==> config.mk <==
export PLATFORM = sky130hd
export DESIGN_NAME = cv32e40p_apu_arbiter
export DESIGN_NICKNAME = d
export VERILOG_FILES = /design/src/rtl/cv32e40p_apu_core_pkg.sv /design/src/rtl/cv32e40p_apu_tag_fifo.sv /design/src/rtl/cv32e40p_apu_arbiter.sv
export SDC_FILE = /design/constraint.sdc
export NUM_CORES = 1
export LEC_CHECK = 0
export ABC_AREA = 1
export CORE_AREA = 10 10 145 147
export DETAILED_ROUTE_END_ITERATION = 7
export DIE_AREA = 0 0 155 157
export PLACE_DENSITY = 0.54
export SLEW_MARGIN = 20
export SYNTH_ARGS = -nofsm -noshare
export SYNTH_HDL_FRONTEND = slang
export SYNTH_SLANG_ARGS = --single-unit
==> constraint.sdc <==
create_clock -name clk -period 1.85 [get_ports clk]
set_input_delay 0.185 -clock clk [delete_from_list [all_inputs] [get_ports clk]]
set_output_delay 0.185 -clock clk [all_outputs]
set_load 0.01 [all_outputs]
==> src/rtl/cv32e40p_apu_core_pkg.sv <==
// Shared APU types and constants for the core-side APU arbiter and its tag FIFO.
package cv32e40p_apu_core_pkg;

    localparam int APU_ARB_MAX_REQ = 8;

    typedef logic [2:0] apu_req_id_t;

endpackage

==> src/rtl/cv32e40p_apu_tag_fifo.sv <==
// In-order FIFO of requester IDs for granted-but-unanswered APU requests.
module cv32e40p_apu_tag_fifo
    import cv32e40p_apu_core_pkg::*;
#(
    parameter  int DEPTH = 4,
    localparam int PTR_W = $clog2(DEPTH),
    localparam int CNT_W = PTR_W + 1
) (
    input  logic             clk,
    input  logic             rst_n,
    input  logic             push,
    input  logic             pop,
    input  apu_req_id_t      wdata,
    output apu_req_id_t      rdata,
    output logic             full,
    output logic             empty,
    output logic [CNT_W-1:0] count
);

    logic [PTR_W-1:0] wptr_q, wptr_d;
    logic [PTR_W-1:0] rptr_q, rptr_d;
    logic [CNT_W-1:0] cnt_q, cnt_d;
    apu_req_id_t      mem_q [DEPTH];
    logic             do_push, do_pop;

    always_comb begin
        full    = (cnt_q == CNT_W'(DEPTH));
        empty   = (cnt_q == '0);
        do_push = push & ~full;
        do_pop  = pop & ~empty;
        // Pointers wrap naturally because DEPTH is a power of two.
        wptr_d  = do_push ? wptr_q + PTR_W'(1) : wptr_q;
        rptr_d  = do_pop  ? rptr_q + PTR_W'(1) : rptr_q;
        cnt_d   = cnt_q;
        if (do_push && !do_pop) begin
            cnt_d = cnt_q + CNT_W'(1);
        end else if (!do_push && do_pop) begin
            cnt_d = cnt_q - CNT_W'(1);
        end
        rdata   = mem_q[rptr_q];
        count   = cnt_q;
    end

    always_ff @(posedge clk or negedge rst_n) begin
        if (!rst_n) begin
            wptr_q <= '0;
            rptr_q <= '0;
            cnt_q  <= '0;
        end else begin
            wptr_q <= wptr_d;
            rptr_q <= rptr_d;
            cnt_q  <= cnt_d;
        end
    end

    always_ff @(posedge clk) begin
        if (do_push) begin
            mem_q[wptr_q] <= wdata;
        end
    end

endmodule

==> src/rtl/cv32e40p_apu_arbiter.sv <==
// Round-robin sharing of one APU port between NUM_REQ requesters, with
// in-order response routing driven by a tag FIFO of granted requester IDs.
module cv32e40p_apu_arbiter
    import cv32e40p_apu_core_pkg::*;
#(
    parameter  int NUM_REQ          = 2,
    parameter  int APU_NARGS_CPU    = 3,
    parameter  int APU_WOP_CPU      = 6,
    parameter  int APU_NUSFLAGS_CPU = 5,
    parameter  int OUTSTANDING      = 4,
    localparam int CNT_W            = $clog2(OUTSTANDING) + 1
) (
    input  logic                                            clk,
    input  logic                                            rst_n,
    input  logic [NUM_REQ-1:0]                              core_req_i,
    output logic [NUM_REQ-1:0]                              core_gnt_o,
    input  logic [NUM_REQ-1:0][APU_NARGS_CPU-1:0][31:0]     core_operands_i,
    input  logic [NUM_REQ-1:0][APU_WOP_CPU-1:0]             core_op_i,
    output logic [NUM_REQ-1:0]                              core_rvalid_o,
    output logic [31:0]                                     core_result_o,
    output logic [APU_NUSFLAGS_CPU-1:0]                     core_flags_o,
    output logic                                            apu_req_o,
    input  logic                                            apu_gnt_i,
    output logic [APU_NARGS_CPU-1:0][31:0]                  apu_operands_o,
    output logic [APU_WOP_CPU-1:0]                          apu_op_o,
    input  logic                                            apu_rvalid_i,
    input  logic [31:0]                                     apu_result_i,
    input  logic [APU_NUSFLAGS_CPU-1:0]                     apu_flags_i,
    output logic                                            busy_o,
    output logic [CNT_W-1:0]                                outstanding_o,
    output logic                                            resp_err_o
);

    apu_req_id_t ptr_q, ptr_d;
    logic        resp_err_q, resp_err_d;
    apu_req_id_t winner, hi_idx, lo_idx, head;
    logic        hi_found, lo_found, any_req, handshake, resp_valid;
    logic        fifo_full, fifo_empty;

    always_comb begin
        hi_found = 1'b0;
        lo_found = 1'b0;
        hi_idx   = '0;
        lo_idx   = '0;
        // Descending scan: the last hit is the lowest index at/after ptr (hi)
        // or, failing that, the lowest index before ptr (wrapped part).
        for (int i = NUM_REQ - 1; i >= 0; i--) begin
            if (core_req_i[i]) begin
                if (i >= int'(ptr_q)) begin
                    hi_found = 1'b1;
                    hi_idx   = apu_req_id_t'(i);
                end else begin
                    lo_found = 1'b1;
                    lo_idx   = apu_req_id_t'(i);
                end
            end
        end
        winner     = hi_found ? hi_idx : lo_idx;
        any_req    = hi_found | lo_found;
        apu_req_o  = any_req & ~fifo_full;
        handshake  = apu_req_o & apu_gnt_i;
        resp_valid = apu_rvalid_i & ~fifo_empty;

        apu_op_o       = '0;
        apu_operands_o = '0;
        core_gnt_o     = '0;
        core_rvalid_o  = '0;
        for (int i = 0; i < NUM_REQ; i++) begin
            if (any_req && winner == apu_req_id_t'(i)) begin
                apu_op_o       = core_op_i[i];
                apu_operands_o = core_operands_i[i];
                core_gnt_o[i]  = handshake;
            end
            if (head == apu_req_id_t'(i)) begin
                core_rvalid_o[i] = resp_valid;
            end
        end

        ptr_d = ptr_q;
        if (handshake) begin
            ptr_d = (winner == apu_req_id_t'(NUM_REQ - 1)) ? '0 : winner + 3'd1;
        end
        resp_err_d = resp_err_q | (apu_rvalid_i & fifo_empty);

        core_result_o = apu_result_i;
        core_flags_o  = apu_flags_i;
        busy_o        = ~fifo_empty;
        resp_err_o    = resp_err_q;
    end

    always_ff @(posedge clk or negedge rst_n) begin
        if (!rst_n) begin
            ptr_q      <= '0;
            resp_err_q <= 1'b0;
        end else begin
            ptr_q      <= ptr_d;
            resp_err_q <= resp_err_d;
        end
    end

    cv32e40p_apu_tag_fifo #(
        .DEPTH (OUTSTANDING)
    ) u_tag_fifo (
        .clk   (clk),
        .rst_n (rst_n),
        .push  (handshake),
        .pop   (resp_valid),
        .wdata (winner),
        .rdata (head),
        .full  (fifo_full),
        .empty (fifo_empty),
        .count (outstanding_o)
    );

endmodule

==> results by stage <==
Synth:
- The area of the mapped netlist is 0.002485 mm².
- In this run, synthesis produced a sequential element count of 13.
- The total of warnings raised by yosys is 0.
- After synthesis, the mean cell area works out to ~5.4 µm².
- The share of synthesized area occupied by flip-flops and latches is 13.90%.
- After synthesis, the netlist uses 19 different library cells.
- The post-synth net total is about 720.
- Synthesis produced 464 cells.

Setup path:
- The critical path endpoint is apu_operands_o[67].
- The worst stage delay on the critical path is around 0.42 ns.
- The library cell appearing most often on the critical path is sky130_fd_sc_hd__nand2_1.
- The buffer and inverter count on the worst path is 5.
- In this run the critical register-to-register path is launched from u_tag_fifo.count[1].
- The worst setup path is launched from a flip-flop.
- The start point of the critical path is ptr_q[0].
- Traced cell by cell, the critical path runs through inv_2 > nand2_1 > nand2_2 > clkinv_4 > buf_4 > bufbuf_16 > nand2_1 > nand2_1 > clkbuf_2.
- Data arrives at the worst endpoint at ~1.6 ns.
- The depth of the worst register-to-register path is 10.
- The slowest stage of the critical path is the sky130_fd_sc_hd__dfrtp_1 cell.
- Of all nets on the critical path, the largest fanout is 15.
- The required time of the critical path is approximately 1.7 ns.
- The critical path endpoint category is an output port.
- The setup path with the least slack is of type reg -> out.
- The family of cells with the greatest summed delay on the critical path is buffers and inverters.
- The critical path depth is 9.
- The endpoint of the worst-slack reg-to-reg timing path is u_tag_fifo.count[2].
- The worst register-to-register path has a setup slack of between 0.15 and 0.2 ns.

Global route:
- Entering global routing, the biggest net connects 77 pins.
- The residual overflow from global routing is 0.
- The number of antenna violations at the first check in global routing is 1.
- The via count of the first global-routing pass came to 3,982.
- The global-route total usage across every layer is about an eighth.
- The wire length of the first global-routing pass is roughly 24,000 µm.

Layout:
- The register cell area after layout is 346.6 µm².
- The area taken by multi-input logic gates is 0.001632 mm².
- In the final layout, the share of cells above drive strength 1 is 18.92%.
- Relative to the synthesized area, the layout overhead comes to 130.2%.
- Cells fill approximately 31% of the core in the end.
- The final layout net count is 1,015.
- After filler insertion, the fill cell instance count of the layout stands at approximately 2,000.
- The number of antenna diodes in the final layout is 0.

Detailed routing:
- Summed over all layers, the routed wires come to about 17,000 µm.
- The detailed router finished its first iteration with 140 violations.
- In the routed design, unresolved DRC markers number 0.
- The detailed-routing iteration count for the pre-antenna-repair pass is 6.
- The average routed wire per standard cell is 17.34 µm.
- Using the TritonRoute via totals, the vias-per-cell ratio works out to approximately 4.0.
- The number of routed nets with antenna violations is 0.
- Detailed routing inserted a total of between 4,000 and 5,000 vias.

Power and ir drop:
- The static leakage is between 2 and 3 nW.
- The power per cell area is 681.6 mW/mm².
- The total power consumption of the routed design is around 0.004 W.
- Across the VDD grid, the largest voltage drop is 0.3191 mV.

Clock tree:
- TritonCTS built the clock tree.
- The clock transition at the register clock pins on the worst setup and hold paths after CTS is around 0.040 ns.
- CTS built an H-tree with a depth of 1.
- The buffer depth of the longest clock path is 2.
- The clock root buffer is sky130_fd_sc_hd__clkbuf_16.
- In this run, CTS created clock tree buffers numbering 3.
- Clock latency on the worst-skew pair, taken at its later pin, is 0.24 ns.
- The TritonCTS sink count is 13.
- After clock tree synthesis, the flow added hold-fix buffers numbering 0.

Floorplan:
- The top-level port count is approximately 400.
- The die outline width is approximately 160 µm.
- The starting density of the core is between 10 and 15%.
- The floorplan has 50 rows.
- The die covers 0.02434 mm².
- The vertical die dimension is 157 µm.
- The area of the core is between 0.015 and 0.02 mm².

Hold path:
- The worst hold-check path type is in -> async.

Placed design:
- Timing analysis after detailed placement gives a worst setup slack of -0.2988 ns.
- At the end of routability-driven placement, the weighted congestion stood at just under 0.9.
- The wire-length estimate of the detail-placed layout is approximately 14,000 µm.
- Input and output buffers added on the ports amount to 321.

STA:
- The transition at the pin with the smallest max-transition slack is between 0.4 and 0.5 ns.
- Measured against its own limit, the worst slew margin works out to 69.06%.
- The number of endpoints with negative hold slack in the final report is 0.
- Setup repair after global routing could not meet its margin everywhere.
- The period utilization is a little over nine tenths.
- The final number of max-transition violations is 0.
- The clock period could shrink to 1.781 ns.
- The final setup slack of the worst path is roughly 0.069 ns.
- The maximum clock skew at final layout is 0.002707 ns.
- Setup violations remaining at the end of the flow were counted as 0.
- The maximum clock frequency is 561.4 MHz.

Outcome:
- The run finished with clean final reports.

Run:
- The tool flagged a number of max-cap violations equal to 0.
-- state kept, by name, summed over array words and instances (netlist names) --
signal and count:
u_tag_fifo.mem_q 4, u_tag_fifo.count 3, u_tag_fifo.rptr_q 2, u_tag_fifo.wptr_q 2
ptr_q 1, resp_err_o 1
-- worst min path at each step --
stage,from,end,depth (start not counted)
global placement,apu_result_i[28],core_result_o[28],0
global route,rst_n,resp_err_o,1
CTS,rst_n,u_tag_fifo.rptr_q[0],1
finish,rst_n,resp_err_o,1
detailed placement,apu_result_i[28],core_result_o[28],0
floorplan,rst_n,ptr_q[0],0
-- cell families (layout without fill, tap and decap cells) --
logic type | Yosys count | after routing | synth area share [%]
flops | 13 | 13 | 13.90
buf+inv | 87 | 384 | 22.05
compound gates | 4 | 4 | 0.9566
xor+xnor | 2 | 2 | 0.7051
simple gates | 352 | 352 | 59.06
fa+ha+maj | 6 | 6 | 3.323
-- what timing repair did --
action / 4_1_cts / 5_1_grt
gates cloned: 5 / 0
setup endpoints to repair: 104 / 69
gates resized for setup: 219 / 108
buffers inserted: 7 / 8
endpoints found under the hold margin: 0 / 0
pin swaps: 2 / 4
-- report_power, final --
part	internal (W)	leakage, nW	switching, W
Clock	0.000290	0.0382	0.000115
Sequential	0.000408	0.141	0.000105
Combinational	0.00154	2.76	0.00144
-- Yosys cell counts (all sizes together) --
library cell,instances,area share [%]
inv,17,2.6
xnor2,2,0.71
nand2,235,35
buf,66,19
edfxtp,4,4.8
clkbuf,4,0.60
o21ai,1,0.20
a31o,1,0.35
nand4,4,1.0
fa,1,0.81
nor2,8,1.2
nand3,105,21
ha,5,2.5
dfrtp,9,9.1
a21oi,2,0.40
-- layer usage --
metal  track usage, %  vias to the layer above  part of all wire (%)
li1                 -                     2028                     -
met1            14.27                     1729                    37
met2            22.24                      230                    50
met3            5.213                       22                    12
met4            2.474                        2                   1.3
met5                0                        -                 0.099
-- cell type report --
cell class / count / share of cell area (%)
Clock buffer: 4 / 1.378
Inverter: 17 / 1.203
Multi-Input combinational cell: 364 / 28.52
Sequential cell: 13 / 6.059
Tap cell: 234 / 5.118
Timing Repair Buffer: 363 / 57.72
-- through the flow --
| step | area (µm²) | TNS, ns | hold WS (ns) | cells |
|---|---|---|---|---|
| final | 5720 | 0 | 0.2656 | 995 |
| after global routing | 5720 | -0.4417 | 0.3029 | 995 |
| after CTS | 5917 | -0.7918 | 0.2848 | 990 |
| after detailed placement | 5793 | -20.43 | 0.3701 | 974 |
| after global placement | 5793 | -21.01 | 0.3701 | 974 |
| after floorplan | 2490 | 0 | -0.1106 | 464 |
-- cells in the final DEF, fill, tap and decap left out, drive strengths merged --
cell,count
a21oi,2
a31o,1
buf,79
bufbuf,2
clkbuf,46
clkdlybuf4s15,9
clkdlybuf4s50,214
clkinv,1
dfrtp,9
dlygate4sd2,15
dlymetal6s2s,2
edfxtp,4
fa,1
ha,5
inv,16
nand2,235
nand3,105
nand4,4
nor2,8
o21ai,1
xnor2,2
-- worst reg2reg max path, stage by stage, from the launching register on --
cell and delay, ns:
sky130_fd_sc_hd__dfrtp_1 0.40, sky130_fd_sc_hd__nor2_4 0.16, sky130_fd_sc_hd__nand2_2 0.10, sky130_fd_sc_hd__nand2_4 0.10, sky130_fd_sc_hd__ha_2 0.18, sky130_fd_sc_hd__inv_1 0.06, sky130_fd_sc_hd__fa_2 0.34, sky130_fd_sc_hd__nand2_1 0.08
sky130_fd_sc_hd__nand3_1 0.07, sky130_fd_sc_hd__nand2_1 0.06, sky130_fd_sc_hd__nand2_1 0.04
Note: power is estimated with default switching activity, not from simulation.
